**src/rtl/sample_packer.sv**
```systemverilog
// -----------------------------------------------------------------------------
// sample_packer
//   Quantizes three channels of 8-bit complex samples to 2-bit sign/magnitude
//   I/Q codes (12-bit sample code) and bit-packs four codes into three 16-bit
//   words, MSB first. Feeds source_data/source_en of the packet streamer.
//
//   Pipeline: input capture (acceptance) -> quantizer stage -> packer/output.
//
// Ports:
//   clk           ADC-domain clock
//   reset         synchronous, active-high reset
//   in_valid      sample strobe
//   chN_i/chN_q   signed 8-bit components, N = 0..2
//   threshold     7-bit unsigned magnitude threshold, captured with each sample
//   enable        packing enable; low clears the partial group and holds idle
//   test_mode     (PACKER_TEST_PATTERN_EN only) emit word counter instead of data
//   out_data      packed 16-bit word
//   out_en        one-cycle strobe per word
//   sample_count  accepted-sample count, wraps modulo 2^32
//
// Build option: define PACKER_TEST_PATTERN_EN to add test_mode and the word
// counter test pattern.
// -----------------------------------------------------------------------------
module sample_packer (
  input  logic        clk,
  input  logic        reset,
  input  logic        in_valid,
  input  logic [7:0]  ch0_i,
  input  logic [7:0]  ch0_q,
  input  logic [7:0]  ch1_i,
  input  logic [7:0]  ch1_q,
  input  logic [7:0]  ch2_i,
  input  logic [7:0]  ch2_q,
  input  logic [6:0]  threshold,
  input  logic        enable,
`ifdef PACKER_TEST_PATTERN_EN
  input  logic        test_mode,
`endif
  output logic [15:0] out_data,
  output logic        out_en,
  output logic [31:0] sample_count
);

  // 2-bit code {sign, |x| >= t}; |x| is 9 bits wide so -128 maps to 128.
  function automatic logic [1:0] quant(input logic [7:0] x, input logic [6:0] t);
    logic [8:0] ax;
    ax = x[7] ? (9'd0 - {x[7], x}) : {1'b0, x};
    return {x[7], (ax >= {2'b00, t})};
  endfunction

  logic        accept;
  logic        in_vld_q;
  logic [47:0] in_smp_q;
  logic [6:0]  thr_q;
  logic [31:0] cnt_q;

  logic        code_vld_q;
  logic [11:0] code_q;
  logic [11:0] code_d;

  logic [1:0]  phase_q, phase_d;
  logic [23:0] residue_q, residue_d;
  logic [15:0] out_data_q, out_data_d;
  logic        out_en_q, out_en_d;
  logic [23:0] combined;
  logic [4:0]  shamt;

  assign accept = in_valid && enable;

  // Acceptance: capture raw components and threshold.
  always_ff @(posedge clk) begin
    if (reset) begin
      in_vld_q <= 1'b0;
      in_smp_q <= '0;
      thr_q    <= '0;
      cnt_q    <= '0;
    end else begin
      in_vld_q <= accept;
      if (accept) begin
        in_smp_q <= {ch0_i, ch0_q, ch1_i, ch1_q, ch2_i, ch2_q};
        thr_q    <= threshold;
        cnt_q    <= cnt_q + 32'd1;
      end
    end
  end

  always_comb begin
    code_d = {quant(in_smp_q[47:40], thr_q), quant(in_smp_q[39:32], thr_q),
              quant(in_smp_q[31:24], thr_q), quant(in_smp_q[23:16], thr_q),
              quant(in_smp_q[15:8],  thr_q), quant(in_smp_q[7:0],   thr_q)};
  end

  // Quantizer stage; enable low drops anything in flight.
  always_ff @(posedge clk) begin
    if (reset) begin
      code_vld_q <= 1'b0;
      code_q     <= '0;
    end else begin
      code_vld_q <= in_vld_q && enable;
      if (in_vld_q) code_q <= code_d;
    end
  end

  // The residue is left-aligned; the new code is ORed in just below the
  // leftover bits, the top 16 bits form the word, and the remainder shifts up.
  always_comb begin
    case (phase_q)
      2'd0:    shamt = 5'd12;
      2'd1:    shamt = 5'd0;
      2'd2:    shamt = 5'd4;
      default: shamt = 5'd8;
    endcase
    combined = residue_q | ({12'd0, code_q} << shamt);
  end

`ifdef PACKER_TEST_PATTERN_EN
  logic [15:0] word_cnt_q;
  logic [15:0] word_src;
  always_ff @(posedge clk) begin
    if (reset || !enable)  word_cnt_q <= '0;
    else if (out_en_d)     word_cnt_q <= word_cnt_q + 16'd1;
  end
  assign word_src = test_mode ? word_cnt_q : combined[23:8];
`else
  logic [15:0] word_src;
  assign word_src = combined[23:8];
`endif

  always_comb begin
    phase_d    = phase_q;
    residue_d  = residue_q;
    out_data_d = out_data_q;
    out_en_d   = 1'b0;
    if (!enable) begin
      phase_d   = 2'd0;
      residue_d = '0;
    end else if (code_vld_q) begin
      phase_d = phase_q + 2'd1;
      if (phase_q == 2'd0) begin
        residue_d = combined;
      end else begin
        residue_d  = (phase_q == 2'd3) ? 24'd0 : (combined << 16);
        out_data_d = word_src;
        out_en_d   = 1'b1;
      end
    end
  end

  always_ff @(posedge clk) begin
    if (reset) begin
      phase_q    <= '0;
      residue_q  <= '0;
      out_data_q <= '0;
      out_en_q   <= 1'b0;
    end else begin
      phase_q    <= phase_d;
      residue_q  <= residue_d;
      out_data_q <= out_data_d;
      out_en_q   <= out_en_d;
    end
  end

  assign out_data     = out_data_q;
  assign out_en       = out_en_q;
  assign sample_count = cnt_q;

endmodule
```
**config.mk**
```make
export PLATFORM = sky130hd
export DESIGN_NAME = sample_packer
export DESIGN_NICKNAME = d
export VERILOG_FILES = /design/src/rtl/sample_packer.sv
export SDC_FILE = /design/constraint.sdc
export NUM_CORES = 1
export LEC_CHECK = 0
export ABC_AREA = 0
export BUFFER_PORTS_ARGS = -buffer_cell sky130_fd_sc_hd__buf_2
export CORE_MARGIN = 1.5
export CORE_UTILIZATION = 30
export CTS_CLUSTER_DIAMETER = 150
export DETAILED_ROUTE_END_ITERATION = 10
export PLACE_DENSITY = 0.51
export SETUP_SLACK_MARGIN = 0.05
export SYNTH_ARGS = -nofsm -noshare
export SYNTH_HDL_FRONTEND = slang
export SYNTH_SLANG_ARGS = --single-unit
```
**constraint.sdc**
```tcl
create_clock -name clk -period 6.1 [get_ports clk]
set_clock_uncertainty 0.2 [all_clocks]
set_input_delay 0.305 -clock clk [delete_from_list [all_inputs] [get_ports clk]]
set_output_delay 0.305 -clock clk [all_outputs]
set_load 0.1 [all_outputs]
```
==> reports/summary.txt <==
Fin Setup TNS - 0 ns
Setup CP Type - in -> reg
Sequential element share of the synthesized area - 0.3990
Maximum number of pins on one net before global-route repair - 76
Violation count after the first detailed-routing iteration - 363
Req. time, crit path - 6.18 ns
Setup Buffers After CTS - 0
Number of nets in the layout - 1,134
Status - complete, no violations
Clock share of power - 0.483
Netlist Area Pre-Place - 7224 um^2
Cell type with the largest total area after synthesis - sky130_fd_sc_hd__dfxtp_1
Number of antenna violations at the first check in global routing - 0
Maximum operating frequency - 395.9 MHz
Setup crit end kind - flop
Worst Max-Slew Pin Slew - 1.122 ns
Post-layout minimum cycle time - 2.526 ns
Most repeated cell in the gate-level netlist after synthesis - sky130_fd_sc_hd__nand2_1
Post-synthesis sequential element count - 144
Area fraction of the dominant cell type after synthesis - 0.3990
Sum of routed wire length over all layers - 18.40 mm
Maximum single-stage delay on the critical path - 0.63 ns
Area of the die - 25,020 um^2
Class of the worst hold path - in -> reg
Worst slew margin relative to its limit - 0.2496
Final period utilization - 0.4141
Part of the power in registers - 0.422
Number of vias per cell - 4.697
Final hold violation count - 0
Max-capacitance violation count - 0
Final-layout fill cell count - 2,505
CP Cell Sequence - dlygate4sd3_1 -> buf_2 -> nand2_2 -> or3_1 -> nor3_1 -> xnor2_1 -> nor2_1
Total number of vias - 6,365
Wire length of the first global-routing pass - 30.26 mm
# rows - 56
Count of yosys warnings during synthesis - 0
Internal cell power - 0.001761 W
Core Box Area - 23,540 um^2
Data arrival time of the critical path - 2.61 ns
Final number of max-transition violations - 0
Number of cells produced by synthesis - 886
Switching power of the nets - 0.0005845 W
Flip-flop and latch area - 2883 um^2
Share of final-layout standard cells stronger than drive strength 1 - 0.1448
Final Setup Violations - 0
Growth of design area from synthesis to finish - 27.19%
Weighted congestion at the end of routability-driven global placement - 0.7506
Number of input and output port buffers inserted - 107
Power density over the cells - 255.3 nW/um^2
Switching portion of total power - 0.2492
Leak pwr - 3.671 nW
Detailed-placement wirelength estimate - 12.58 mm
Clock transition time at the flip-flop clock pins of the worst setup and hold paths - 0.07 ns
Setup slack of the most critical reg-to-reg path - 3.58 ns
Top cells by instance count after synthesis - 150 x sky130_fd_sc_hd__nand2_1, 144 x sky130_fd_sc_hd__dfxtp_1, 98 x sky130_fd_sc_hd__nor2_1
Largest cells by area after synthesis - sky130_fd_sc_hd__dfxtp_1 40%, sky130_fd_sc_hd__ha_1 9.0%, sky130_fd_sc_hd__nand2_1 7.8%
Number of buffers and inverters on the critical path - 2
Sinks on the clock net - 144
Number of clock buffers inserted by TritonCTS - 17
Mean post-synth cell area - 8.154 um^2
Master of the slowest instance on the critical path - sky130_fd_sc_hd__or3_1
Drt first pass iters - 4
Largest delay contributor family on the critical path - simple AND/OR/NAND/NOR gates
H-Tree Level Count - 4
Vertical extent of the die - 158.2 um
Number of remaining DRC errors - 0
Ports - 108
Setup repair after global routing missed its margin - false
Crit path from - in_valid
Area of the multi-input gates - 4043 um^2
Diode count - 0
Startpoint of the worst hold path - reset
CP Max Fanout - 59
Library cell used as clock root buffer - sky130_fd_sc_hd__clkbuf_16
Wire length per cell - 13.58 um
Fin cells - 1,355
Via count of the first global-routing pass - 6,027
Combinational group share of total power - 0.095
Number of enable-type register cells in the synthesized netlist - 0
Clock tree from TritonCTS - yes
Crit path launch type - input port
Number of distinct library cell variants in the gate-level netlist after synthesis - 40
Syn_nets - 997
Primary FF master, synth - sky130_fd_sc_hd__dfxtp_1
Final antenna-violating net count - 0
Initial cell density of the core - 0.3069
Post-cts resize count - 0
Clock latency of the later-clocked register in the worst-skew pair - 0.42 ns
Buffers from clock root to sink, at most - 2
Number of placed instances with taps included - 1,267
Overflow left after global routing - 0
Horiz. Die Dim - 158.2 um
Asr flop ratio synth - 0
Maximum vdd ir drop - 191.2 uV
Total global-route track usage - 0.1536
Source of the worst register-to-register timing path - code_vld_q
layout by cell type (no fill, tap or decap), drive strengths merged:
master,count
dfxtp,144
a211oi,20
mux2i,11
and2,3
mux2,4
o31ai,7
nor4,9
bufinv,4
a21o,6
nand2,150
clkbuf,18
a31oi,3
and4,3
xnor2,40
o21ai,26
and3b,1
or2,1
ha,52
a21oi,90
o41ai,5
xor2,21
or3,9
o21bai,1
buf,110
o22ai,9
nor3,13
nand4,20
dlygate4sd3,56
nand4b,1
nand2b,20
a311oi,5
nor2,98
inv,34
nor4b,1
and3,11
clkinv,1
nand3,11
o211a,6
clkinvlp,4
nor2b,8
stage by stage:
step           power (W)  cell area, um^2  setup WS (ns)  utilization  hold slack, ns
2_1_floorplan   0.001146             7224          3.466            -          0.2222
3_3_place_gp    0.001205             7994          3.614       0.3396          0.2420
3_5_place_dp    0.001208             7994          3.573       0.3396          0.2458
4_1_cts         0.002376             9189          3.550       0.3903          0.1156
5_1_grt         0.002456             9189          3.250       0.3903          0.1475
6_report        0.002346             9189          3.574       0.3903          0.1282
power by group through the flow:
stage / Combinational [W] / Clock [W] / Sequential, W
final: 0.000223 / 0.00113 / 0.000990
after global routing: 0.000257 / 0.00121 / 0.000993
after CTS: 0.000227 / 0.00116 / 0.000990
after detailed placement: 0.000198 / 0 / 0.00101
after global placement: 0.000195 / 0 / 0.00101
after floorplan: 0.000142 / 0 / 0.00100
layout make-up:
type,count,share of cell area
tap,319,0.04344
timing repair buffer,166,0.1220
multi-input combinational,665,0.4400
clock inverter,14,0.02233
inverter,29,0.01185
sequential,144,0.3137
clock buffer,18,0.04670
layer usage:
metal	vias to the layer above	GRT usage	routed length, um
li1	3325	-	-
met4	0	0.05029	331
met5	-	0	0
met2	99	0.2493	8408
met1	2918	0.2024	9112
met3	23	0.03203	550
final timing paths:
| path | endpoint | cells after the start |
|---|---|---|
| min | sample_count[5] | 2 |
| max reg2reg | out_data[8] | 4 |
| min reg2reg | thr_q[1] | 2 |
| max | sample_count[13] | 7 |
registers in the layout, summed over array words and instances (netlist names):
signal and count:
code_vld_q 1, sample_count 32, in_vld_q 1, residue_q 24, in_smp_q 48, phase_q 2, code_q 12, out_en 1
out_data 16, thr_q 7
logic make-up after synthesis:
kind of cell,Yosys count,share of synthesized area
and+or+nand+nor,359,0.2271
AOI/OAI and AO/OA,178,0.1465
DFF,144,0.3990
buffers and inverters,77,0.04191
xor gates and xnor gates,61,0.07395
adders and majority gates,52,0.09006
muxes,15,0.02148
repair_timing:
item / 4_1_cts / 5_1_grt
hold endpoints to repair: 56 / 0
hold buffers: 56 / 0
endpoints found under the setup margin: 0 / 0
No activity file was read; power rests on OpenSTA's default activity.
